==> src/rtl/serial_adder_pkg.sv <==
// Shared definitions for the bit-serial adder: FSM state encoding and default width.
package serial_adder_pkg;

    localparam int DEFAULT_WIDTH = 8;

    typedef enum logic [1:0] {
        IDLE  = 2'd0,
        SHIFT = 2'd1,
        DONE  = 2'd2
    } state_e;

endpackage : serial_adder_pkg

==> src/rtl/half_adder.sv <==
// One-bit half adder; two of these plus an OR form the serial adder's full-add cell.
module half_adder (
    input  logic a,
    input  logic b,
    output logic s,
    output logic c
);

    assign s = a ^ b;
    assign c = a & b;

endmodule : half_adder

==> src/rtl/serial_adder.sv <==
// Bit-serial unsigned adder: one operand bit per SHIFT cycle, result in WIDTH cycles.
// Optional macro SERIAL_ADDER_OVF_EN adds a registered two's-complement overflow output ovf.
module serial_adder
    import serial_adder_pkg::*;
#(
    parameter int WIDTH = DEFAULT_WIDTH
) (
    input  logic             clk,
    input  logic             rst_n,
    input  logic             start,
    input  logic [WIDTH-1:0] a,
    input  logic [WIDTH-1:0] b,
    output logic             busy,
    output logic             done,
    output logic [WIDTH-1:0] suma,
`ifdef SERIAL_ADDER_OVF_EN
    output logic             ovf,
`endif
    output logic             acarreo
);

    localparam int CNT_W = (WIDTH > 2) ? $clog2(WIDTH) : 1;
    localparam logic [CNT_W-1:0] LAST_CNT = CNT_W'(WIDTH - 1);

    state_e             state_q, state_d;
    logic [WIDTH-1:0]   op_a_q, op_a_d;
    logic [WIDTH-1:0]   op_b_q, op_b_d;
    logic [WIDTH-1:0]   part_q, part_d;
    logic               carry_q, carry_d;
    logic [CNT_W-1:0]   cnt_q, cnt_d;
    logic [WIDTH-1:0]   suma_q, suma_d;
    logic               acarreo_q, acarreo_d;
`ifdef SERIAL_ADDER_OVF_EN
    logic               a_msb_q, a_msb_d;
    logic               b_msb_q, b_msb_d;
    logic               ovf_q, ovf_d;
`endif

    logic bit_sum, bit_cout, ha0_s, ha0_c, ha1_c;

    half_adder u_ha_ops (
        .a (op_a_q[0]),
        .b (op_b_q[0]),
        .s (ha0_s),
        .c (ha0_c)
    );

    half_adder u_ha_carry (
        .a (ha0_s),
        .b (carry_q),
        .s (bit_sum),
        .c (ha1_c)
    );

    assign bit_cout = ha0_c | ha1_c;

    always_comb begin
        state_d   = state_q;
        op_a_d    = op_a_q;
        op_b_d    = op_b_q;
        part_d    = part_q;
        carry_d   = carry_q;
        cnt_d     = cnt_q;
        suma_d    = suma_q;
        acarreo_d = acarreo_q;
`ifdef SERIAL_ADDER_OVF_EN
        a_msb_d   = a_msb_q;
        b_msb_d   = b_msb_q;
        ovf_d     = ovf_q;
`endif
        case (state_q)
            // The done cycle's closing edge doubles as the earliest acceptance
            // edge, so results can be issued back-to-back every WIDTH+1 cycles.
            IDLE, DONE: begin
                state_d = IDLE;
                if (start) begin
                    state_d = SHIFT;
                    op_a_d  = a;
                    op_b_d  = b;
                    part_d  = '0;
                    carry_d = 1'b0;
                    cnt_d   = '0;
`ifdef SERIAL_ADDER_OVF_EN
                    a_msb_d = a[WIDTH-1];
                    b_msb_d = b[WIDTH-1];
`endif
                end
            end
            SHIFT: begin
                part_d  = {bit_sum, part_q[WIDTH-1:1]};
                op_a_d  = op_a_q >> 1;
                op_b_d  = op_b_q >> 1;
                carry_d = bit_cout;
                cnt_d   = cnt_q + 1'b1;
                if (cnt_q == LAST_CNT) begin
                    state_d   = DONE;
                    suma_d    = {bit_sum, part_q[WIDTH-1:1]};
                    acarreo_d = bit_cout;
`ifdef SERIAL_ADDER_OVF_EN
                    ovf_d     = (a_msb_q == b_msb_q) && (bit_sum != a_msb_q);
`endif
                end
            end
            default: state_d = IDLE;
        endcase
    end

    always_ff @(posedge clk or negedge rst_n) begin
        if (!rst_n) begin
            state_q   <= IDLE;
            op_a_q    <= '0;
            op_b_q    <= '0;
            part_q    <= '0;
            carry_q   <= 1'b0;
            cnt_q     <= '0;
            suma_q    <= '0;
            acarreo_q <= 1'b0;
`ifdef SERIAL_ADDER_OVF_EN
            a_msb_q   <= 1'b0;
            b_msb_q   <= 1'b0;
            ovf_q     <= 1'b0;
`endif
        end else begin
            state_q   <= state_d;
            op_a_q    <= op_a_d;
            op_b_q    <= op_b_d;
            part_q    <= part_d;
            carry_q   <= carry_d;
            cnt_q     <= cnt_d;
            suma_q    <= suma_d;
            acarreo_q <= acarreo_d;
`ifdef SERIAL_ADDER_OVF_EN
            a_msb_q   <= a_msb_d;
            b_msb_q   <= b_msb_d;
            ovf_q     <= ovf_d;
`endif
        end
    end

    assign busy    = (state_q == SHIFT);
    assign done    = (state_q == DONE);
    assign suma    = suma_q;
    assign acarreo = acarreo_q;
`ifdef SERIAL_ADDER_OVF_EN
    assign ovf     = ovf_q;
`endif

endmodule : serial_adder

==> config.mk <==
export PLATFORM = sky130hd
export DESIGN_NAME = serial_adder
export DESIGN_NICKNAME = d
export VERILOG_FILES = /design/src/rtl/serial_adder_pkg.sv /design/src/rtl/half_adder.sv /design/src/rtl/serial_adder.sv
export SDC_FILE = /design/constraint.sdc
export NUM_CORES = 1
export LEC_CHECK = 0
export CORE_AREA = 2 2 66 68
export DETAILED_ROUTE_END_ITERATION = 10
export DIE_AREA = 0 0 68 70
export PLACE_DENSITY = 0.74
export SLEW_MARGIN = 20
export SYNTH_ARGS = -nofsm -noshare
export SYNTH_HDL_FRONTEND = slang
export SYNTH_SLANG_ARGS = --single-unit
==> constraint.sdc <==
create_clock -name clk -period 1.3 [get_ports clk]
set_input_delay 0.26 -clock clk [delete_from_list [all_inputs] [get_ports clk]]
set_output_delay 0.26 -clock clk [all_outputs]
set_load 0.02 [all_outputs]
Word level (Yosys, flattened, before mapping):

Cells that the tools add are included.

* bits in registers: 39
* word-level logic and storage cells: 37

* add/sub/neg operators: 1
* equality and inequality tests: 5
* mux-type cells: 13
* bitwise gates (word level): 5
* reduce and logical (&&, ||, !) cells: 5

Operator list (number)
* case mux 8 bit (2 select lines): 3
* 2-to-1 mux 8 bit: 3
* case mux 3 bit (2 select lines): 1
* case mux 2 bit (2 select lines): 1
* AND reduction 2 bit: 2
* adder 3 x 1 -> 3 bit, second input constant: 1
* == test 3 bit, second input constant: 1
* 2-to-1 mux 3 bit: 1
* bitwise AND 1 bit: 2
* == test 2 x 1 -> 1 bit, second input constant: 1
* == test 2 bit, second input constant: 1
* logical NOT 2 bit: 1
* 2-to-1 mux 1 bit: 2
* 2-to-1 mux 2 bit: 1
* != test 2 x 1 -> 1 bit, second input constant: 1
* != test 2 bit, second input constant: 1
* case mux 1 bit (2 select lines): 1
* nonzero test 2 bit: 1
* OR reduction 2 bit: 1
* XOR 1 bit: 2
* bitwise OR 1 bit: 1

Depth between registers and ports, before layout:

Gate-level depths: netlist (run 1).

* depth after elaboration: 4
* mapped depth: 5
* depth with buffers taken out: 4

Hierarchy:

Synthesis (run 1) repeated with hierarchy kept, for this count alone.

* cell total of the unflattened synthesis: 156
* area, all modules: 1840.5 um^2

Modules (own cells, without submodules)
* serial_adder: times used 1, cells an instance 154, area an instance 1815.5 um^2, seq. area each 950.9 um^2
* half_adder: times used 2, cells an instance 1, area an instance 12.5 um^2, seq. area each 0.0 um^2

Worst setup path after synthesis (run 1):

Ideal clock, no wire load.

* path type: register to register
* start: reg cnt_q[0]
* end: reg acarreo_q, in the netlist acarreo
* arrival time: 1225 ps
* required time: 1175 ps
* slack: -51 ps
* cell stages (with the launch flop): 5
* period minus slack after synthesis: 1351 ps
* cell sequence: dfrtp_1 > ha_1 > ha_1 > nand2_8 > mux2_4

* longest elaborated chain between the ends: 2

Ends and longest elaborated chain
* start, declared: RTL line serial_adder.sv:30 `logic [CNT_W-1:0] cnt_q, cnt_d;`
* start signal, assigned: RTL line serial_adder.sv:129 `cnt_q <= cnt_d;`
* == test 3 bit: RTL line serial_adder.sv:95 `if (cnt_q == LAST_CNT) begin`
* AND reduction 2 bit (no source line)
* end signal, assigned: RTL line serial_adder.sv:131 `acarreo_q <= acarreo_d;`
* end, declared: RTL line serial_adder.sv:32 `logic acarreo_q, acarreo_d;`

Every way passes these cells.
A chain may end at the register's enable or synchronous reset.

Final worst setup path (run 1):

* start: reg cnt_q[0]
* end: reg suma_q[6], in the netlist suma[6]

* longest elaborated chain between the ends: 2

Ends and longest elaborated chain
* == test 3 bit: RTL line serial_adder.sv:95
* AND reduction 2 bit (no source line)
* end signal, assigned: RTL line serial_adder.sv:130 `suma_q <= suma_d;`
* end, declared: RTL line serial_adder.sv:31 `logic [WIDTH-1:0] suma_q, suma_d;`

Every way passes these cells.

==> impl_metrics.ini, run 1 <==
[floorplanning]
die_h_um = 70
core_um2 = 4144
rows = 24
die_x_um = 68
die_area_um2 = 4760
initial_core_util_pct = 45.68
num_io_pins = 30

[synthesis]
yosysWarnings = 0
synth_top_area_share_pct = 50.23
synth_cell_types = 22
synth.net_count = 185
yosysMostFrequentCell = dfrtp_1
async_reset_ff_share_pct = 100.0
ys_seq_elements = 38
ys_seq_area_share_pct = 50.23
syn_inst = 163
syn_area_per_cell_um2 = 11.61
synth_area_leaders = dfrtp_1 50%, mux2i_1 13%, mux2_4 7.1%
synth_ff_type = dfrtp_1
synth_top_cell_by_area = dfrtp_1
syn-cell-area_um2 = 1893
synth_common_cells = 38 x dfrtp_1, 25 x mux2i_1, 14 x nor2b_1, 14 x o21ai_0
synth_edf_count = 0

[timing]
worst_pin_slew_ns = 0.4048
layout_min_cycle_time_ns = 1.314
finalSetupViolCount = 5
finalClockSkew_ns = 0.007016
slew_viol_final = 0
slew_headroom_pct = 73.01
worst_slack_ns = -0.01392
hold_slack_ns = 0.4183
finalHoldViolations = 0
rsz0062_at_grt = yes
fin_tns_setup_ns = -0.04242
max_freq_mhz = 761.1
fin_crit_sh_pct = 101.1

[route]
drtPass1Iterations = 4
routed_wirelength_um = 3985
drc = 0
ant_nets = 0
vias = 1380
vias_per_cell = 5.349
drt_iter0_markers = 114
post_drt_wl_per_cell_um = 15.45

[grt]
met3_usage_pct = 6.924
grt-busiest-layer = met2
grt_antenna_before_repair = 0
gr-usage-all-layers_pct = 18.52
grt_overflow = 0
grt_pass1_wl_um = 6499
grtUsageMet1_pct = 22.75
grtUsageMet2_pct = 28.91
grt_pass1_vias = 1392
grt_max_degree = 34

[finish]
final_cells = 258
nNetsFinal = 227
diodes = 0
fin_util_pct = 60.30
areaGrowthSynthToFinish_pct = 31.99
fin_area_um2 = 2499
drive_gt1_share_pct = 21.84
nFillCells = 322

[critical_path]
rr_worst_depth = 4
reg2reg_slack_ns = -0.01
cp-end-kind = register
critPathMaxFanout = 5
worstReg2RegEnd = suma[6]$_DFFE_PN0P_
cp.required_ns = 1.48
r2r_start = cnt_q[0]$_DFFE_PN0P_
slowest_stage = dfrtp_1
crit_type = register to register
critPathLaunchType = register
crit_chain = ha_2 > ha_4 > nand2_8 > mux2_4
slowest_delay_ns = 0.39
arrival_ns = 1.50

[power]
ir_drop_mv = 1.279
leakage_nw = 1.028
power_density_nw_per_um2 = 2279

[cts]
clk_latency_ns = 0.29
clkTransAtPathRegs_ns = 0.08
root_buffer = clkbuf_8
numCtsBuffers = 5
htreeDepth = 2
cts_buffer_depth = 2
cts_num_sinks = 38
cts_tree = done

[place]
placed_cell_area_um2 = 2290
dp_cells = 243
port_buffers = 29
hpwlAfterDp_um = 2599
gp_congestion = 0.7589

[status]
status = finished, violations left
violations = negative setup slack

[run]
drv_cap = 0

[worst_hold_path]
min_path_type = input port to asynchronous set/reset pin
==> kinds of logic after synthesis <==
family	after synthesis	synth area share, %
AND/OR/NAND/NOR	33	10.31
buffers and inverters	14	3.966
AO/OA/AOI/OAI	41	12.76
flip-flops	38	50.23
adder cells (fa/ha/maj)	3	2.379
multiplexers	34	20.36
==> layer usage <==
metal	wire length, µm	vias to the layer above
met1	1683	657
met2	1975	49
li1	-	664
met5	0	-
met4	93	0
met3	233	10
==> area by class of cell <==
type                            instances  area [µm²]  share of cell area (%)
Tap cell                               52       65.06                   2.604
Timing Repair Buffer                   44       437.9                   17.53
Clock buffer                            5       68.82                   2.754
Sequential cell                        38       952.2                   38.11
Clock inverter                          3       40.04                   1.602
Multi-Input combinational cell        112       909.6                   36.40
Inverter                                3       20.02                  0.8012
Timing Repair inverter                  1       5.005                  0.2003
==> worst max-delay path: cells and delay by family (launching register included) <==
kind,cells,cell delay [ns]
fa+ha+maj,2,0.41
flops,1,0.39
simple gates,1,0.10
mux,1,0.31
==> how the worst max path moves through the flow <==
stage | from | to | cells after the start
2_1_floorplan | cnt_q[0]$_DFFE_PN0P_ | acarreo$_DFFE_PN0P_ | 4
4_1_cts | state_q[1]$_DFFE_PN0P_ | suma[6]$_DFFE_PN0P_ | 5
5_1_grt | cnt_q[0]$_DFFE_PN0P_ | suma[6]$_DFFE_PN0P_ | 4
6_report | cnt_q[0]$_DFFE_PN0P_ | suma[6]$_DFFE_PN0P_ | 4
3_5_place_dp | start | part_q[1]$_DFFE_PN0P_ | 5
3_3_place_gp | state_q[1]$_DFFE_PN0P_ | busy | 3
==> stage by stage <==
stage	power (mW)	setup WS, ns
after floorplan	3.694	0.004573
after global placement	4.424	-0.1514
after detailed placement	4.574	-0.2068
after CTS	5.577	-0.02157
after global routing	6.113	-0.05514
final	5.694	-0.01392
==> timing repair <==
item | in CTS | in global routing
gates cloned | 1 | 1
gates resized for setup | 24 | 14
pin swaps | 0 | 1
hold endpoints to repair | 14 | 0
buffers inserted | 2 | 2
setup endpoints to repair | 31 | 30
hold buffers | 1 | 0
==> power breakdown <==
| part | leakage [nW] | internal [mW] | total (mW) | switching (mW) |
|---|---|---|---|---|
| clock network | 0.0579 | 0.564 | 0.980 | 0.415 |
| registers | 0.463 | 1.75 | 2.21 | 0.463 |
| logic | 0.507 | 1.29 | 2.50 | 1.21 |
| total | 1.03 | 3.61 | 5.69 | 2.08 |
==> layout by cell type (no fill, tap or decap), drive strengths merged, types with 2 or more instances in the layout <==
cell	synthesis	layout
o21ai	14	14
nand2	12	13
buf	7	17
a21oi	13	13
clkdlybuf4s50	0	17
mux2i	25	25
nor2b	14	14
mux2	9	9
dfrtp	38	38
nand3	4	4
nand2b	2	2
inv	3	2
a211oi	13	13
clkinvlp	0	2
dlygate4sd2	0	2
clkbuf	4	5
clkdlybuf4s15	0	7
clkinv	0	2
ha	2	2
==> sequential cells by signal, summed over array words and instances, names as in the netlist <==
register and flops:
carry_q 1, op_b_q 8, acarreo 1, op_a_q 8, state_q 2, suma 8
part_q 7, cnt_q 3
No activity file was read; power rests on OpenSTA's default activity.
==> run 2, diff against run 1 <==
--- a/config.mk
+++ b/config.mk
@@ -5,6 +5,7 @@
 export SDC_FILE = /design/constraint.sdc
 export NUM_CORES = 1
 export LEC_CHECK = 0
+export CAP_MARGIN = 20
 export CORE_AREA = 2 2 66 68
 export DETAILED_ROUTE_END_ITERATION = 10
 export DIE_AREA = 0 0 68 70
==> results of run 2 <==
The final DEF is identical to that of run 1; final timing and power are the same.
